==> config.mk <==
export PLATFORM = sky130hd
export DESIGN_NAME = bf16_norm_sched
export DESIGN_NICKNAME = d
export VERILOG_FILES = /design/src/rtl/bf16_norm_sched.sv
export SDC_FILE = /design/constraint.sdc
export NUM_CORES = 1
export LEC_CHECK = 0
export BUFFER_PORTS_ARGS = -buffer_cell sky130_fd_sc_hd__buf_4
export CAP_MARGIN = 10
export CORE_MARGIN = 3
export CORE_UTILIZATION = 45
export CTS_BUF_LIST = sky130_fd_sc_hd__clkbuf_8
export DETAILED_ROUTE_END_ITERATION = 12
export GPL_TIMING_DRIVEN = 1
export PLACE_DENSITY = 0.71
export SYNTH_ARGS = -nofsm -noshare
export SYNTH_HDL_FRONTEND = slang
export SYNTH_SLANG_ARGS = --single-unit
==> constraint.sdc <==
create_clock -name clk -period 3.1 [get_ports clk]
set_input_delay 0.62 -clock clk [delete_from_list [all_inputs] [get_ports clk]]
set_output_delay 0.62 -clock clk [all_outputs]
set_load 0.02 [all_outputs]
==> src/rtl/bf16_norm_sched.sv <==
// bf16_norm_sched: round-robin shared 2-stage normaliser (lzc, left shift, exponent adjust)
module bf16_norm_sched #(
  parameter int N_REQ = 2,
  parameter int MW = 16,
  parameter int EW = 8,
  localparam int IDW = $clog2(N_REQ),
  localparam int CW = $clog2(MW + 1)
) (
  input  logic               clk,
  input  logic               nreset,
  input  logic [N_REQ-1:0]    req_valid_i,
  output logic [N_REQ-1:0]    req_ready_o,
  input  logic [N_REQ-1:0]    req_sign_i,
  input  logic [N_REQ*EW-1:0] req_exp_i,
  input  logic [N_REQ*MW-1:0] req_mant_i,
  output logic               res_valid_o,
  input  logic               res_ready_i,
  output logic [IDW-1:0]     res_id_o,
  output logic               res_sign_o,
  output logic [EW-1:0]      res_exp_o,
  output logic [MW-1:0]      res_mant_o,
  output logic               res_zero_o,
  output logic               res_uflow_o
);
  logic [IDW-1:0] ptr, gnt_id, scan;
  logic gnt_any, s1_en, s2_en, xfer;
  logic s1_valid, s1_sign;
  logic [IDW-1:0] s1_id;
  logic [EW-1:0] s1_exp;
  logic [MW-1:0] s1_mant;
  logic [CW-1:0] cnt;
  logic zero, uflow;
  assign s2_en = ~res_valid_o | res_ready_i;
  assign s1_en = ~s1_valid | s2_en;
  // descending scan so the earliest position after ptr overwrites last
  always_comb begin
    gnt_any = 1'b0;
    gnt_id = '0;
    scan = '0;
    for (int k = N_REQ - 1; k >= 0; k--) begin
      scan = IDW'((int'(ptr) + k) % N_REQ);
      gnt_any = req_valid_i[scan] ? 1'b1 : gnt_any;
      gnt_id = req_valid_i[scan] ? scan : gnt_id;
    end
  end
  assign xfer = nreset & gnt_any & s1_en;
  assign req_ready_o = xfer ? (N_REQ'(1) << gnt_id) : '0;
  always_ff @(posedge clk or negedge nreset) begin
    if (!nreset) begin
      ptr <= '0;
      s1_valid <= 1'b0;
      s1_id <= '0;
      s1_sign <= 1'b0;
      s1_exp <= '0;
      s1_mant <= '0;
    end else if (s1_en) begin
      ptr <= xfer ? ((gnt_id == IDW'(N_REQ - 1)) ? '0 : gnt_id + IDW'(1)) : ptr;
      s1_valid <= xfer;
      s1_id <= gnt_id;
      s1_sign <= req_sign_i[gnt_id];
      s1_exp <= req_exp_i[gnt_id*EW +: EW];
      s1_mant <= req_mant_i[gnt_id*MW +: MW];
    end
  end
  always_comb begin
    cnt = CW'(MW);
    for (int i = 0; i < MW; i++) cnt = s1_mant[i] ? CW'(MW - 1 - i) : cnt;
  end
  assign zero = s1_mant == '0;
  assign uflow = {1'b0, s1_exp} <= (EW + 1)'(cnt);
  always_ff @(posedge clk or negedge nreset) begin
    if (!nreset) begin
      res_valid_o <= 1'b0;
      res_id_o <= '0;
      res_sign_o <= 1'b0;
      res_exp_o <= '0;
      res_mant_o <= '0;
      res_zero_o <= 1'b0;
      res_uflow_o <= 1'b0;
    end else if (s2_en) begin
      res_valid_o <= s1_valid;
      res_id_o <= s1_id;
      res_sign_o <= s1_sign;
      res_zero_o <= zero;
      res_uflow_o <= ~zero & uflow;
      res_exp_o <= (zero | uflow) ? '0 : s1_exp - EW'(cnt);
      res_mant_o <= (zero | uflow) ? '0 : s1_mant << cnt;
    end
  end
endmodule
==> impl_metrics.ini <==
[clocking]
clock_path_buffers = 2
cts_root_buffer = clkbuf_8
clk_latency_ns = 0.34
htree_levels = 3
cts_buffers = 9
clock_sinks = 57
clk_pin_slew_ns = 0.06
cts_tree = done

[detailed_routing]
drc = 0
drtIter0Drc = 160
firstDrtPassIters = 4
drt-vias-per-instance = 5.473
vias = 3207
wl_um = 8769
final_antenna_net_count = 0
routedWlPerCell_um = 14.96

[yosys]
synth.avg_cell_area_um2 = 8.984
syn-num-nets = 438
ys_types = 56
yosys-top-cells-count = 57 x dfrtp_1, 44 x nor2_1, 37 x a21oi_1
synth-async-reset-ratio = 1.000
ys.warnings.count = 0
yosysTopAreaCellShare = 0.4211
ys_seq_area_frac = 0.4211
ys_ff_latch = 57
synth_area_mm2 = 0.003387
yosysTopAreaCell = dfrtp_1
synth-edff-count = 0
yosysMostFrequentCell = dfrtp_1
synth.area.top_cells = dfrtp_1 42%, mux2i_1 9.2%, a21oi_1 5.5%
netlist_instances = 377
synthFlopType = dfrtp_1

[power_and_ir_drop]
internal_power_mw = 1.759
share_comb_of_total_power = 0.416
power_density_mw_per_mm2 = 616.6
p_leak_nw = 2.141
total_power_mw = 2.831
ir_drop_mv = 0.2409
swShare = 0.3787
p_switching_mw = 1.072
clkPwrFrac = 0.206
sequentialPowerShare = 0.379

[cells_and_area]
drive_gt1_frac = 0.3429
fin_util = 0.6505
syn2layout_area_growth_pct = 35.54
fillCellCount = 622
final_nets = 547
antenna_cells = 0
final_cell_area_mm2 = 0.004591

[critical_path]
cp_max_fo = 5
worst_r2r_path_depth = 12
required_ns = 3.33
r2r-start = s1_mant[5]
worstSetupPathType = register to register
r2r_slack_ns = 0.10
r2r-end = res_mant_o[11]
crit_arrival_ns = 3.22
start_kind = register
end_kind = register

[floorplanning]
num_rows = 30
design.core.area_mm2 = 0.007057
die_x_um = 92.76
die-area_mm2 = 0.008603
die_height_um = 92.76
ioPinCount = 86
start_util = 0.4800

[timing]
worst_pin_slew_ns = 0.7127
fin_crit_ns = 2.998
fin_crit_sh = 0.9670
max_freq_ghz = 0.3336
slew_violations = 0
slew_headroom = 0.5249
skew_ns = 0.009976
finalWorstSetupSlack_ns = 0.1023
hold_viol_final = 0
tns_ns = 0
setup_viol = 0

[grt]
grt_pass1_wl_um = 14750
antenna_found_initial = 0
grt_pass1_vias = 3028
overflow = 0
grt_max_degree = 60
grt_usage = 0.2151

[place]
place.gp.congestion = 0.8931
port_buffers = 85
placed_area_mm2 = 0.004280
place_ws_ns = -0.04401
dp_hpwl_um = 6572

[run_status]
status = finished clean

[hold_path]
min_path_type = input port to asynchronous set/reset pin

[flow_run]
max_cap_viol_count = 0
## worst max path at each step
stage                start              to  slack, ns  cells past startpoint
3_5_place_dp    s1_mant[0]  res_mant_o[13]      -0.04                     13
6_report        s1_mant[5]  res_mant_o[11]       0.10                     12
2_1_floorplan   s1_mant[7]  res_mant_o[14]       0.02                     15
5_1_grt        s1_mant[11]  res_mant_o[14]     -0.008                     13
3_3_place_gp    s1_mant[0]  res_mant_o[13]       0.03                     13
4_1_cts         s1_mant[5]  res_mant_o[11]       0.01                     12
## layer usage
| metal | vias up | GRT usage | share of wire |
|---|---|---|---|
| met5 | - | 0 | 0 |
| met4 | 0 | 0.08791 | 0.019 |
| met3 | 15 | 0.04143 | 0.060 |
| met2 | 112 | 0.3311 | 0.46 |
| met1 | 1489 | 0.2975 | 0.46 |
| li1 | 1591 | - | - |
## repair_timing
item / CTS / global route
buffers inserted: 0 / 5
endpoints found under the setup margin: 3 / 23
pin swaps: 0 / 4
hold endpoints to repair: 0 / 0
gates resized for setup: 1 / 29
hold buffers: 0 / 0
## through the flow
step,instances,hold slack (ns)
final,586,0.4212
after global routing,586,0.4830
after CTS,581,0.4547
after detailed placement,566,0.4648
after global placement,566,0.4634
after floorplan,377,0.3244
## power groups by stage
stage,registers [mW],clock network (mW),logic (mW)
after floorplan,1.18,0,0.557
after global placement,1.06,0,1.12
after detailed placement,1.07,0,1.13
after CTS,1.06,0.591,1.14
after global routing,1.10,0.631,1.29
final,1.07,0.583,1.18
## cell type report
class	instances	area [µm²]	area share
multi-input cells	289	1941	0.4227
flip-flops and latches	57	1434	0.3123
repair buffers	119	890.9	0.1941
clock buffers	10	137.6	0.02998
well taps	96	120.1	0.02617
inverters	10	42.54	0.009267
clock inverters	5	25.02	0.005451
## kinds of logic after synthesis
family,count (synthesis),share of synthesized area
flip-flops,57,0.4211
AO/OA/AOI/OAI,114,0.2194
adder cells (fa/ha/maj),6,0.02438
buffers and inverters,31,0.04211
XOR/XNOR,4,0.01035
AND/OR/NAND/NOR,132,0.1843
multiplexers,33,0.09826
## sequential cells by signal, summed over array words and instances (netlist names), 8 cells and up
signal      count
res_mant_o     16
s1_mant        16
s1_exp          8
res_exp_o       8
## cells in the final DEF (no fill, tap or decap), drive strengths merged, types with 2 or more instances in the layout
cell,synthesis,layout
o21bai,3,3
ha,5,5
clkbuf,14,11
mux2,2,2
a211o,5,5
a31oi,3,3
o211ai,4,4
o31a,2,2
and2,6,6
inv,10,12
nand2b,5,5
nor4,5,5
a32o,2,2
nand3,9,9
buf,7,118
clkinv,0,2
or4,2,2
nand3b,2,2
xor2,2,2
o21a,3,3
a221oi,3,3
nor2,44,44
nand2,36,36
o211a,2,2
a32oi,5,5
xnor2,2,2
a22o,4,4
or2,2,2
o21ai,27,27
a22oi,2,2
nor3,8,8
mux2i,31,31
dfrtp,57,57
a211oi,2,2
and3,2,2
nor2b,8,8
a21oi,37,37
## worst max-delay path, cell delays in order, from the launching register on
cell and delay (ns):
dfrtp_1 0.41, or4_4 0.50, o21ai_2 0.15, and2_4 0.18
inv_6 0.04, ha_4 0.26, nand2_1 0.06, or4_1 0.49
o211a_4 0.19, and2_4 0.17, nand2_1 0.08, a211oi_1 0.05
a211o_1 0.29
No activity file was read; power rests on OpenSTA's default activity.
